## src/rtl/bootrom_ctrl.sv

```systemverilog
// bootrom_ctrl: valid/ready front end for a synchronous single-port boot ROM
// macro with 1-cycle read latency. Packs 1 or 2 ROM words per bus beat,
// rejects writes, out-of-window and post-lock accesses, and keeps a sticky
// lock that seals the ROM once boot is done.
module bootrom_ctrl #(
   parameter int unsigned          AddrWidth    = 32,
   parameter int unsigned          BusDataWidth = 64,
   parameter int unsigned          RomDataWidth = 32,
   parameter int unsigned          RomWords     = 1024,
   parameter logic [AddrWidth-1:0] BaseAddr     = '0
) (
   input  logic                        clk_i,
   input  logic                        rst_ni,
   input  logic                        req_valid_i,
   output logic                        req_ready_o,
   input  logic [AddrWidth-1:0]        req_addr_i,
   input  logic                        req_write_i,
   output logic                        rsp_valid_o,
   input  logic                        rsp_ready_i,
   output logic [BusDataWidth-1:0]     rsp_rdata_o,
   output logic                        rsp_error_o,
   output logic                        rom_req_o,
   output logic [$clog2(RomWords)-1:0] rom_addr_o,
   input  logic [RomDataWidth-1:0]     rom_rdata_i,
   input  logic                        lock_i,
   output logic                        locked_o
);

   localparam int unsigned Ratio      = BusDataWidth / RomDataWidth;
   localparam int unsigned RomAw      = $clog2(RomWords);
   localparam int unsigned BeatShift  = $clog2(BusDataWidth / 8);
   localparam int unsigned RatioShift = $clog2(Ratio);
   localparam int unsigned AddrExtW   = AddrWidth + 1;
   // One extra bit so a window that fills the whole address space still compares correctly
   localparam logic [AddrWidth:0] RomBytes = AddrExtW'(RomWords) << 2;

   typedef enum logic [1:0] {
      S_IDLE  = 2'd0,
      S_FETCH = 2'd1,
      S_RESP  = 2'd2
   } state_e;

   state_e                  r_state;
   logic                    r_k;
   logic [RomAw-1:0]        r_base;
   logic [RomAw-1:0]        r_rom_addr;
   logic [BusDataWidth-1:0] r_rdata;
   logic                    r_rsp_valid;
   logic                    r_rsp_error;
   logic                    r_locked;

   logic [AddrWidth-1:0]    w_offset;
   logic                    w_in_range;
   logic                    w_error;
   logic [RomAw-1:0]        w_word0;
   logic [RomAw-1:0]        w_next_word;
   logic                    w_last;

   // Request decode: window offset (wrapping below BaseAddr), range and error checks
   always_comb begin
      w_offset    = req_addr_i - BaseAddr;
      w_in_range  = ({1'b0, w_offset} < RomBytes);
      w_error     = req_write_i | ~w_in_range | r_locked;
      w_word0     = RomAw'((w_offset >> BeatShift) << RatioShift);
      w_next_word = r_base + RomAw'(r_k) + RomAw'(1);
      w_last      = (r_k == 1'(Ratio - 1));
   end

   // ROM port: first word straight from the request, later words issued from FETCH
   always_comb begin
      rom_req_o  = 1'b0;
      rom_addr_o = r_rom_addr;
      if (r_state == S_IDLE && req_valid_i && !w_error) begin
         rom_req_o  = 1'b1;
         rom_addr_o = w_word0;
      end else if (r_state == S_FETCH && !w_last) begin
         rom_req_o  = 1'b1;
         rom_addr_o = w_next_word;
      end
   end

   assign req_ready_o = (r_state == S_IDLE);
   assign rsp_valid_o = r_rsp_valid;
   assign rsp_error_o = r_rsp_error;
   assign rsp_rdata_o = r_rdata;
   assign locked_o    = r_locked;

   // Controller FSM with registered response, sub-word capture and sticky lock
   always_ff @(posedge clk_i or negedge rst_ni) begin
      if (!rst_ni) begin
         r_state     <= S_IDLE;
         r_k         <= 1'b0;
         r_base      <= '0;
         r_rom_addr  <= '0;
         r_rdata     <= '0;
         r_rsp_valid <= 1'b0;
         r_rsp_error <= 1'b0;
         r_locked    <= 1'b0;
      end else begin
         r_locked <= r_locked | lock_i;
         if (rom_req_o) begin
            r_rom_addr <= rom_addr_o;
         end
         unique case (r_state)
            S_IDLE: begin
               if (req_valid_i) begin
                  r_rdata <= '0;
                  r_k     <= 1'b0;
                  r_base  <= w_word0;
                  if (w_error) begin
                     r_state     <= S_RESP;
                     r_rsp_valid <= 1'b1;
                     r_rsp_error <= 1'b1;
                  end else begin
                     r_state <= S_FETCH;
                  end
               end
            end
            S_FETCH: begin
               for (int unsigned i = 0; i < Ratio; i++) begin
                  if (r_k == 1'(i)) begin
                     r_rdata[i*RomDataWidth +: RomDataWidth] <= rom_rdata_i;
                  end
               end
               if (w_last) begin
                  r_state     <= S_RESP;
                  r_rsp_valid <= 1'b1;
                  r_rsp_error <= 1'b0;
               end else begin
                  r_k <= r_k + 1'b1;
               end
            end
            S_RESP: begin
               if (rsp_ready_i) begin
                  r_state     <= S_IDLE;
                  r_rsp_valid <= 1'b0;
                  r_rsp_error <= 1'b0;
               end
            end
            default: begin
               r_state <= S_IDLE;
            end
         endcase
      end
   end

endmodule

```

## config.mk

```make
export PLATFORM = sky130hd
export DESIGN_NAME = bootrom_ctrl
export DESIGN_NICKNAME = d
export VERILOG_FILES = /design/src/rtl/bootrom_ctrl.sv
export SDC_FILE = /design/constraint.sdc
export NUM_CORES = 1
export LEC_CHECK = 0
export ABC_CLOCK_PERIOD_IN_PS = 3050
export CAP_MARGIN = 25
export CORE_UTILIZATION = 45
export DETAILED_ROUTE_END_ITERATION = 12
export GPL_TIMING_DRIVEN = 0
export MAX_ROUTING_LAYER = met4
export PLACE_DENSITY = 0.93
export SYNTH_ARGS = -nofsm -noshare
export SYNTH_HDL_FRONTEND = slang
export SYNTH_SLANG_ARGS = --single-unit
```

## constraint.sdc

```tcl
create_clock -name clk_i -period 3.05 [get_ports clk_i]
set_clock_uncertainty 0.05 [all_clocks]
set_input_delay 0.61 -clock clk_i [delete_from_list [all_inputs] [get_ports clk_i]]
set_output_delay 0.61 -clock clk_i [all_outputs]
set_load 0.02 [all_outputs]
```

==> results.py, run 1 <==
metrics = {
    "drt": {
        "dr.pass1.iters": 4,
        "ant_nets": 0,
        "wire_per_inst_um": 17.2,
        "routed_via_density": 5.46,
        "drcViolationCount": 0,
        "drt_wl_total_um": 10700,
        "drt-initial-drc-count": 126,
        "num_vias": 3415,
    },
    "floorplan": {
        "num_rows": 33,
        "die-height_um": 94.2,
        "die_area_sq_um": 8880,
        "core-area_sq_um": 8220,
        "die_w_um": 94.2,
        "io_pins": 149,
        "start_util_pct": 46.6,
    },
    "hold_path": {
        "hold_class": "input pin to async pin",
    },
    "power": {
        "power.switching_mw": 0.943,
        "peakVddDrop_v": 0.000275,
        "combPwrFrac_pct": 24.9,
        "power_leakage_nw": 2.51,
        "pwr-share-seq_pct": 46.6,
        "power_mw": 2.87,
        "p_int_mw": 1.92,
        "power_frac_clock_pct": 28.6,
        "p_per_area_nw_per_um2": 502,
        "switching_share_pct": 32.9,
    },
    "synth": {
        "ys_top_cells_by_area": "dfrtp_1 (58%), a32o_1 (8.4%), nand2_1 (8.3%), mux2_2 (7.9%), o21ai_0 (4.7%)",
        "ys_ff_latch": 89,
        "syn-num-nets": 424,
        "syn_inst": 349,
        "synth_area_per_cell_sq_um": 11.0,
        "ys.flop_type": "dfrtp_1",
        "yosysTopAreaCell": "dfrtp_1",
        "synth_edf_count": 0,
        "syn-cell-area_sq_um": 3830,
        "async_flop_share_pct": 100,
        "yosys_warnings": 0,
        "synth_cell_type_count": 30,
        "yosys.area.top_type_share_pct": 58.2,
        "ys_seq_area_share_pct": 58.2,
    },
    "setup_path": {
        "path_cells": "dlygate4sd2_1 > nor4_2 > nand3_1 > nor3_4 > buf_6 > buf_6 > mux2_4 > buf_6",
        "slowest_stage": "nor3_4",
        "cp_top_family": "simple AND/OR/NAND/NOR gates",
        "timing.rr.end": "rsp_rdata_o[20]$_DFFE_PN0P_",
        "cp.required_ns": 2.39,
        "crit_top_cell": "buf_6",
        "critPathKind": "input pin to output pin",
        "end_kind": "output pin",
        "start_kind": "input pin",
        "cpPeakStageDelay_ns": 0.33,
        "path_max_fanout": 4,
        "worstReg2RegStart": "r_state[1]$_DFFE_PN0P_",
        "critPathBufInv": 4,
        "crit_arrival_ns": 2.30,
        "reg2reg_setup_slack_ns": 0.83,
        "r2r_cells": 7,
    },
    "global_route": {
        "overflow": 0,
        "grt_max_degree": 46,
        "antenna_found_initial": 0,
        "grt_usage_pct": 26.0,
        "grt_pass1_vias": 3426,
        "grt_first_pass_wirelength_um": 16900,
    },
    "clocking": {
        "cts_buffers": 9,
        "cts-root-buf": "clkbuf_8",
        "htree_levels": 3,
        "cts_tree": "yes",
        "ctsHoldBuffers": 0,
        "clockBufferDepth": 2,
        "clk_pin_slew_worst_paths_ns": 0.08,
        "clock_sinks": 89,
        "clock_latency_ns": 0.34,
    },
    "sta": {
        "final-max-slew-violation-count": 0,
        "post-route-period-util_pct": 97.0,
        "setup_ws_ns": 0.0923,
        "period_needed_ns": 2.96,
        "worst_pin_slew_ns": 0.766,
        "finalSetupViolations": 0,
        "hold_viol_final": 0,
        "slew_headroom_pct": 48.7,
        "max_freq_mhz": 338,
    },
    "cells_and_area": {
        "area_growth_pct": 49.2,
        "utilization_pct": 69.5,
        "n_fill_cell": 610,
        "antenna_cells": 0,
        "final_layout_size_suffix_gt1_share_pct": 15.0,
        "layout.cells.non_filler": 626,
        "design_area_sq_um": 5710,
        "fin_nets": 591,
    },
    "placed_design": {
        "dp_slack_ns": -0.604,
        "gp_congestion": 0.831,
        "place_inst": 600,
        "place_area_sq_um": 5430,
        "port_buffers": 145,
        "dp_hpwl_um": 7710,
    },
    "run": {
        "cap_violations": 0,
    },
    "run_status": {
        "status": "finished clean",
    },
}
placed cells by master, fill, tap and decap left out, types with 4 or more instances in the layout:
master	count
a32o_1	32
buf_2	10
buf_4	9
buf_6	5
clkbuf_1	16
clkbuf_8	10
clkdlybuf4s50_1	114
dfrtp_1	89
dlygate4sd2_1	15
dlymetal6s2s_1	5
ha_1	5
inv_1	5
mux2_2	26
nand2_1	85
nand3_1	4
nor2_1	9
nor4_2	5
o21ai_0	36
worst reg2reg max path, stage by stage, from the launching register on:
cell and delay [ns]:
dfrtp_1 0.40, inv_1 0.08, ha_1 0.18, buf_2 0.16, o211ai_1 0.64, clkbuf_1 0.43
nand2_1 0.10, o21ai_0 0.10
final cells by class:
class / instances / area, sq um / area share (%)
Multi-Input combinational cell: 230 / 1510 / 26.4
Buffer: 25 / 116 / 2.04
Timing Repair Buffer: 156 / 1510 / 26.4
Inverter: 5 / 18.8 / 0.329
Tap cell: 105 / 131 / 2.30
Sequential cell: 89 / 2230 / 39.0
Clock buffer: 10 / 138 / 2.41
Clock inverter: 6 / 66.3 / 1.16
how the worst max path moves through the flow:
stage                                       end  slack (ns)  cells past startpoint            from
global placement    rsp_rdata_o[62]$_DFFE_PN0P_       -1.74                      1          rst_ni
CTS                               rom_addr_o[1]       0.001                      8  req_addr_i[31]
global route                      rom_addr_o[1]       -0.01                      8  req_addr_i[22]
floorplan                         rom_addr_o[9]        0.51                      5  req_addr_i[27]
finish                            rom_addr_o[1]        0.09                      8  req_addr_i[14]
detailed placement                rom_addr_o[3]       -0.60                      7  req_addr_i[27]
cells by family (layout without fill, tap and decap cells):
| family | Yosys count | after routing | share of synthesized area [%] |
|---|---|---|---|
| muxes | 30 | 30 | 8.76 |
| adders and majority gates | 5 | 5 | 1.64 |
| xor gates and xnor gates | 2 | 2 | 0.458 |
| buffers and inverters | 30 | 202 | 3.43 |
| DFF | 89 | 89 | 58.2 |
| and+or+nand+nor | 118 | 118 | 13.2 |
| AOI/OAI and AO/OA | 75 | 75 | 14.3 |
routing by layer:
| layer | global-route usage (%) | wire, um | vias up |
|---|---|---|---|
| li1 | - | - | 1571 |
| met1 | 32.5 | 4420 | 1711 |
| met2 | 40.9 | 5470 | 113 |
| met3 | 5.10 | 552 | 20 |
| met4 | 11.8 | 297 | 0 |
| met5 | - | 0 | - |
through the flow:
stage | TNS (ns) | hold WS [ns]
6_report | 0 | 0.210
5_1_grt | -0.0140 | 0.244
4_1_cts | 0 | 0.218
3_5_place_dp | -5.99 | 0.424
3_3_place_gp | -159.41 | 0.410
2_1_floorplan | 0 | 0.264
registers in the layout (all words and copies together) (netlist names):
signal / flops
rsp_rdata_o: 64
r_rom_addr: 10
r_base: 9
r_state: 2
locked_o: 1
r_k: 1
rsp_error_o: 1
rsp_valid_o: 1
repair_timing:
item	CTS	global route
pin swaps	8	7
setup endpoints to repair	11	11
gates resized for setup	60	13
setup buffers	7	2
cloned	1	0
cell usage after synthesis, drive strengths merged, types with 2 or more instances:
library cell   n
nand2         85
buf            8
inv            5
o21ai         36
clkbuf        17
mux2          28
nor3           4
nand3          4
nand2b         3
dfrtp         89
a21oi          2
ha             5
mux2i          2
o211ai         3
nor2b          3
nor2           9
nor4           6
a32o          32
power groups by stage:
stage | clock (mW) | sequential, mW | combinational (mW)
2_1_floorplan | 0 | 1.35 | 0.389
3_3_place_gp | 0 | 1.34 | 0.676
5_1_grt | 0.887 | 1.34 | 0.784
4_1_cts | 0.834 | 1.33 | 0.705
6_report | 0.820 | 1.33 | 0.713
3_5_place_dp | 0 | 1.35 | 0.705
Note: power is estimated with default switching activity, not from simulation.
==> inputs of run 2 (changes only) <==
==> config.mk (replaced) <==
export PLATFORM = sky130hd
export DESIGN_NAME = bootrom_ctrl
export DESIGN_NICKNAME = d
export VERILOG_FILES = /design/src/rtl/bootrom_ctrl.sv
export SDC_FILE = /design/constraint.sdc
export NUM_CORES = 1
export LEC_CHECK = 0
export ABC_CLOCK_PERIOD_IN_PS = 2490
export CAP_MARGIN = 25
export CORE_UTILIZATION = 39
export DETAILED_ROUTE_END_ITERATION = 12
export GPL_TIMING_DRIVEN = 0
export MAX_ROUTING_LAYER = met4
export PLACE_DENSITY = 0.87
export REMOVE_ABC_BUFFERS = 1
export SYNTH_ARGS = -nofsm -noshare
export SYNTH_HDL_FRONTEND = slang
export SYNTH_SLANG_ARGS = --single-unit
==> constraint.sdc (replaced) <==
create_clock -name clk_i -period 2.49 [get_ports clk_i]
set_clock_uncertainty 0.05 [all_clocks]
set_input_delay 0.498 -clock clk_i [delete_from_list [all_inputs] [get_ports clk_i]]
set_output_delay 0.498 -clock clk_i [all_outputs]
set_load 0.02 [all_outputs]
==> run 2 against run 1 <==
Net effect: the run now ends with setup timing left; sequential power up 23%; routed wire length about the same; worst hold slack worse by 0.18 ns; final area up 4.8%; critical path depth unchanged; clock-buffer cell count up 1.
==> results.py, run 2 (synthesis gave the netlist of run 1 again) <==
metrics = {
    "clocking": {
        "clock_latency_ns": 0.34,
        "clk_pin_slew_worst_paths_ns": 0.09,
        "htree_levels": 3,
        "cts_buffers": 9,
        "cts-root-buf": "clkbuf_8",
        "ctsHoldBuffers": 0,
        "clock_sinks": 89,
        "clockBufferDepth": 2,
        "cts_tree": "yes",
    },
    "setup_path": {
        "critPathKind": "input pin to output pin",
        "crit_arrival_ns": 2.02,
        "start_kind": "input pin",
        "r2r_cells": 6,
        "cp.required_ns": 1.94,
        "path_max_fanout": 6,
        "end_kind": "output pin",
        "timing.rr.end": "r_rom_addr[2]$_DFFE_PN0P_",
        "reg2reg_setup_slack_ns": 0.15,
        "worstReg2RegStart": "r_state[0]$_DFFE_PN0P_",
    },
    "drt": {
        "wl_met2_um": 5470,
        "drt_wl_total_um": 10800,
        "highest_layer": "met4",
        "dr_wl_met3_um": 487,
        "num_vias": 3372,
        "wl_met1_um": 4550,
        "drcViolationCount": 0,
        "wire_per_inst_um": 16.6,
        "dr.pass1.iters": 5,
        "drt-initial-drc-count": 131,
        "ant_nets": 0,
        "routed_via_density": 5.22,
    },
    "sta": {
        "hold_viol_final": 0,
        "post-route-period-util_pct": 103,
        "final-max-slew-violation-count": 0,
        "setup_ws_ns": -0.0755,
        "worst_pin_slew_ns": 0.970,
        "fin_tns_setup_ns": -0.522,
        "rsz0062_at_grt": "true",
        "whs_ns": 0.0346,
        "max_freq_mhz": 390,
        "period_needed_ns": 2.57,
        "finalSetupViolations": 9,
        "slew_headroom_pct": 35.0,
    },
    "floorplan": {
        "die-height_um": 101,
        "start_util_pct": 40.8,
        "die_area_sq_um": 10200,
        "die_w_um": 101,
        "core-area_sq_um": 9370,
        "io_pins": 149,
        "num_rows": 35,
    },
    "power": {
        "p_per_area_nw_per_um2": 620,
        "power_leakage_nw": 2.57,
        "peakVddDrop_v": 0.000396,
        "power_mw": 3.71,
    },
    "global_route": {
        "grt_first_pass_wirelength_um": 16900,
        "antenna_found_initial": 0,
        "grt_max_degree": 61,
        "grt_pass1_vias": 3357,
        "grt_usage_pct": 22.1,
        "overflow": 0,
    },
    "cells_and_area": {
        "final_layout_size_suffix_gt1_share_pct": 23.2,
        "area_growth_pct": 56.4,
        "antenna_cells": 0,
        "layout_commonest_cell": "clkdlybuf4s50_1",
        "fin_nets": 587,
        "final_cell_mix": "clkdlybuf4s50_1 (110), dfrtp_1 (87), nand2_1 (84), o21ai_0 (35), a32o_1 (32)",
        "largest_reg_flops": 64,
    },
    "placed_design": {
        "dp_hpwl_um": 6970,
        "port_buffers": 145,
        "gp_congestion": 0.778,
    },
    "run": {
        "cap_violations": 0,
    },
    "run_status": {
        "failed_checks": "setup timing",
        "status": "finished with violations",
    },
    "hold_path": {
        "hold_class": "input pin to async pin",
    },
}
[run 2: how the worst max path moves through the flow]
stage,start,end,slack (ns),cells past startpoint
floorplan,r_state[1]$_DFFE_PN0P_,rsp_rdata_o[10]$_DFFE_PN0P_,-1.44,4
global placement,r_state[1]$_DFFE_PN0P_,rsp_rdata_o[11]$_DFFE_PN0P_,-3.11,4
detailed placement,req_valid_i,rom_addr_o[7],-1.32,5
CTS,r_state[1]$_DFFE_PN0P_,rom_addr_o[7],-0.04,8
global route,r_state[0]$_DFFE_PN0P_,rom_addr_o[7],-0.14,8
finish,req_addr_i[13],rom_addr_o[7],-0.08,8
[run 2: per-layer routing]
layer	up-vias	track usage, %
met5	-	-
met1	1661	27.5
li1	1564	-
met3	20	3.19
met2	127	36.4
met4	0	8.58
[run 2: metrics by stage]
stage / util, % / setup WS [ns] / cells / area (sq um)
finish: 63.8 / -0.0755 / 646 / 5980
global route: 63.8 / -0.144 / 646 / 5980
CTS: 63.3 / -0.0369 / 639 / 5930
detailed placement: 58.1 / -1.32 / 608 / 5450
global placement: 56.8 / -3.11 / 598 / 5330
floorplan: - / -1.44 / 324 / 3710
[run 2: critical path, stage by stage]
cell,delay [ns]
clkdlybuf4s15_2,0.20
nor4_4,0.22
nand3_2,0.14
nor3_4,0.22
buf_6,0.15
buf_12,0.13
mux2_4,0.32
buf_6,0.13
[run 2: cell type report]
| cell class | count | area [sq um] |
|---|---|---|
| inverter | 5 | 21.3 |
| clock inverter | 5 | 61.3 |
| multi-input combinational | 232 | 1650 |
| sequential | 89 | 2230 |
| tap | 129 | 161 |
| clock buffer | 11 | 151 |
| timing repair buffer | 175 | 1700 |
| fill | 766 | 3390 |
[run 2: timing repair]
action / CTS / global route
endpoints found under the setup margin: 55 / 19
setup buffers: 13 / 6
gates cloned: 2 / 1
pin swaps: 13 / 2
resized for setup: 145 / 8
[run 2: power by group]
part	switching [mW]	internal, mW
combinational	0.592	0.449
sequential	0.0850	1.55
clock	0.510	0.527
total	1.19	2.52
==> inputs of run 3 (changes only) <==
--- a/config.mk
+++ b/config.mk
@@ -8,6 +8,7 @@
 export ABC_CLOCK_PERIOD_IN_PS = 2490
 export CAP_MARGIN = 25
 export CORE_UTILIZATION = 39
+export CTS_BUF_LIST = sky130_fd_sc_hd__clkbuf_16
 export DETAILED_ROUTE_END_ITERATION = 12
 export GPL_TIMING_DRIVEN = 0
 export MAX_ROUTING_LAYER = met4
==> run 3 against run 2 <==
Net effect: the run still ends with setup timing left; worst hold slack improved by 0.017 ns; first-iteration DRC count fell by 32%; total power rose by 6.5%; combinational power fell by 4%; flip-flop and latch count did not move; non-clock buffer count fell by 2; sequential share of layout area fell by 0.22 points; global-route usage barely moved; critical endpoint unchanged.
==> results.py, run 3 (synthesis gave the netlist of run 1 again) <==
metrics = {
    "drt": {
        "dr.pass1.iters": 4,
        "routed_via_density": 5.24,
        "num_vias": 3371,
        "wl_met2_um": 5470,
        "wl_met1_um": 4400,
        "drt_wl_total_um": 10600,
        "drcViolationCount": 0,
        "highest_layer": "met4",
        "dr_wl_met3_um": 550,
        "drt-initial-drc-count": 89,
        "ant_nets": 0,
        "wire_per_inst_um": 16.6,
    },
    "floorplan": {
        "io_pins": 149,
        "die_area_sq_um": 10200,
        "num_rows": 35,
        "die_w_um": 101,
        "die-height_um": 101,
        "core-area_sq_um": 9370,
        "start_util_pct": 40.8,
    },
    "cells_and_area": {
        "layout.cells.non_filler": 643,
        "area_growth_pct": 57.3,
        "final_layout_size_suffix_gt1_share_pct": 23.0,
        "final_cell_mix": "clkdlybuf4s50_1 (111), dfrtp_1 (87), nand2_1 (84), o21ai_0 (36), a32o_1 (32)",
        "n_fill_cell": 759,
        "antenna_cells": 0,
        "fin_nets": 584,
        "layout_commonest_cell": "clkdlybuf4s50_1",
        "largest_reg_flops": 64,
    },
    "sta": {
        "fin_tns_setup_ns": -0.304,
        "rsz0062_at_grt": "true",
        "final-max-slew-violation-count": 0,
        "period_needed_ns": 2.54,
        "slew_headroom_pct": 40.0,
        "hold_viol_final": 0,
        "finalSetupViolations": 9,
        "post-route-period-util_pct": 102,
        "worst_pin_slew_ns": 0.895,
        "setup_ws_ns": -0.0466,
        "whs_ns": 0.0517,
        "max_freq_mhz": 394,
    },
    "global_route": {
        "grt_usage_pct": 22.1,
        "grt_first_pass_wirelength_um": 16800,
        "antenna_found_initial": 0,
        "grt_pass1_vias": 3404,
        "overflow": 0,
        "grt_max_degree": 61,
    },
    "setup_path": {
        "path_cells": "clkdlybuf4s15_1 > nor4_2 > nand3_2 > nor3_4 > buf_6 > buf_12 > mux2_4 > buf_6",
        "path_max_fanout": 6,
        "slowest_stage": "mux2_4",
        "end_kind": "output pin",
        "critPathKind": "input pin to output pin",
        "cp.required_ns": 1.94,
        "reg2reg_setup_slack_ns": 0.18,
        "crit_arrival_ns": 1.99,
        "cpPeakStageDelay_ns": 0.31,
        "crit_top_cell": "buf_6",
        "start_kind": "input pin",
    },
    "hold_path": {
        "hold_class": "input pin to async pin",
    },
    "placed_design": {
        "gp_congestion": 0.778,
        "port_buffers": 145,
        "dp_slack_ns": -1.32,
        "place_inst": 608,
        "dp_hpwl_um": 6970,
    },
    "clocking": {
        "clock_latency_ns": 0.32,
        "clockBufferDepth": 2,
        "ctsHoldBuffers": 0,
        "htree_levels": 3,
        "clk_pin_slew_worst_paths_ns": 0.07,
        "clock_sinks": 89,
        "cts_tree": "yes",
        "cts_buffers": 9,
        "cts-root-buf": "clkbuf_16",
    },
    "run_status": {
        "status": "finished with violations",
        "failed_checks": "setup timing",
    },
    "power": {
        "peakVddDrop_v": 0.000456,
        "power_leakage_nw": 2.58,
        "power_mw": 3.95,
        "p_per_area_nw_per_um2": 656,
    },
    "run": {
        "cap_violations": 0,
    },
}
[run 3: area by class of cell]
class / instances / area (sq um) / share of cell area, %
clock inverter: 7 / 68.8 / 1.14
clock buffer: 9 / 225 / 3.74
inverter: 5 / 18.8 / 0.312
multi-input combinational: 231 / 1640 / 27.3
sequential: 89 / 2230 / 37.0
tap: 129 / 161 / 2.68
timing repair buffer: 173 / 1670 / 27.8
[run 3: repair_timing]
action	4_1_cts	5_1_grt
gates resized for setup	154	5
endpoints found under the setup margin	55	11
gates cloned	2	0
setup buffers	14	3
pin swaps	10	3
[run 3: report_power, final]
group          switching, mW  internal [mW]  leakage, nW
registers             0.0827           1.55         1.20
clock network          0.544          0.778        0.145
logic                  0.583          0.412         1.23
total                   1.21           2.74         2.58
[run 3: routing by layer]
| layer | global-route usage [%] | vias up |
|---|---|---|
| met1 | 26.4 | 1666 |
| met4 | 8.92 | 0 |
| met2 | 37.0 | 127 |
| met3 | 3.61 | 20 |
| met5 | - | - |
| li1 | - | 1558 |
[run 3: worst max-delay path: cells and delay by family]
kind | cells | cell delay [ns]
buffers and inverters | 4 | 0.59
and+or+nand+nor | 3 | 0.58
muxes | 1 | 0.31
[run 3: through the flow]
stage,area [sq um],util (%)
6_report,6020,64.2
5_1_grt,6020,64.2
4_1_cts,6000,64.1
3_3_place_gp,5330,56.8
3_5_place_dp,5450,58.1
2_1_floorplan,3710,-
[run 3: path summary, 6_finish.rpt]
kind | endpoint | startpoint | cells past startpoint
setup / recovery | rom_addr_o[7] | req_addr_i[17] | 8
hold / removal | r_rom_addr[4]$_DFFE_PN0P_ | rst_ni | 1
setup reg to reg | rsp_rdata_o[31]$_DFFE_PN0P_ | r_state[0]$_DFFE_PN0P_ | 7
hold reg to reg | rsp_rdata_o[18]$_DFFE_PN0P_ | rsp_rdata_o[18]$_DFFE_PN0P_ | 2
max in group asynchronous | rsp_rdata_o[7]$_DFFE_PN0P_ | rst_ni | 2
min in group clk_i | rsp_rdata_o[18]$_DFFE_PN0P_ | rsp_rdata_o[18]$_DFFE_PN0P_ | 2
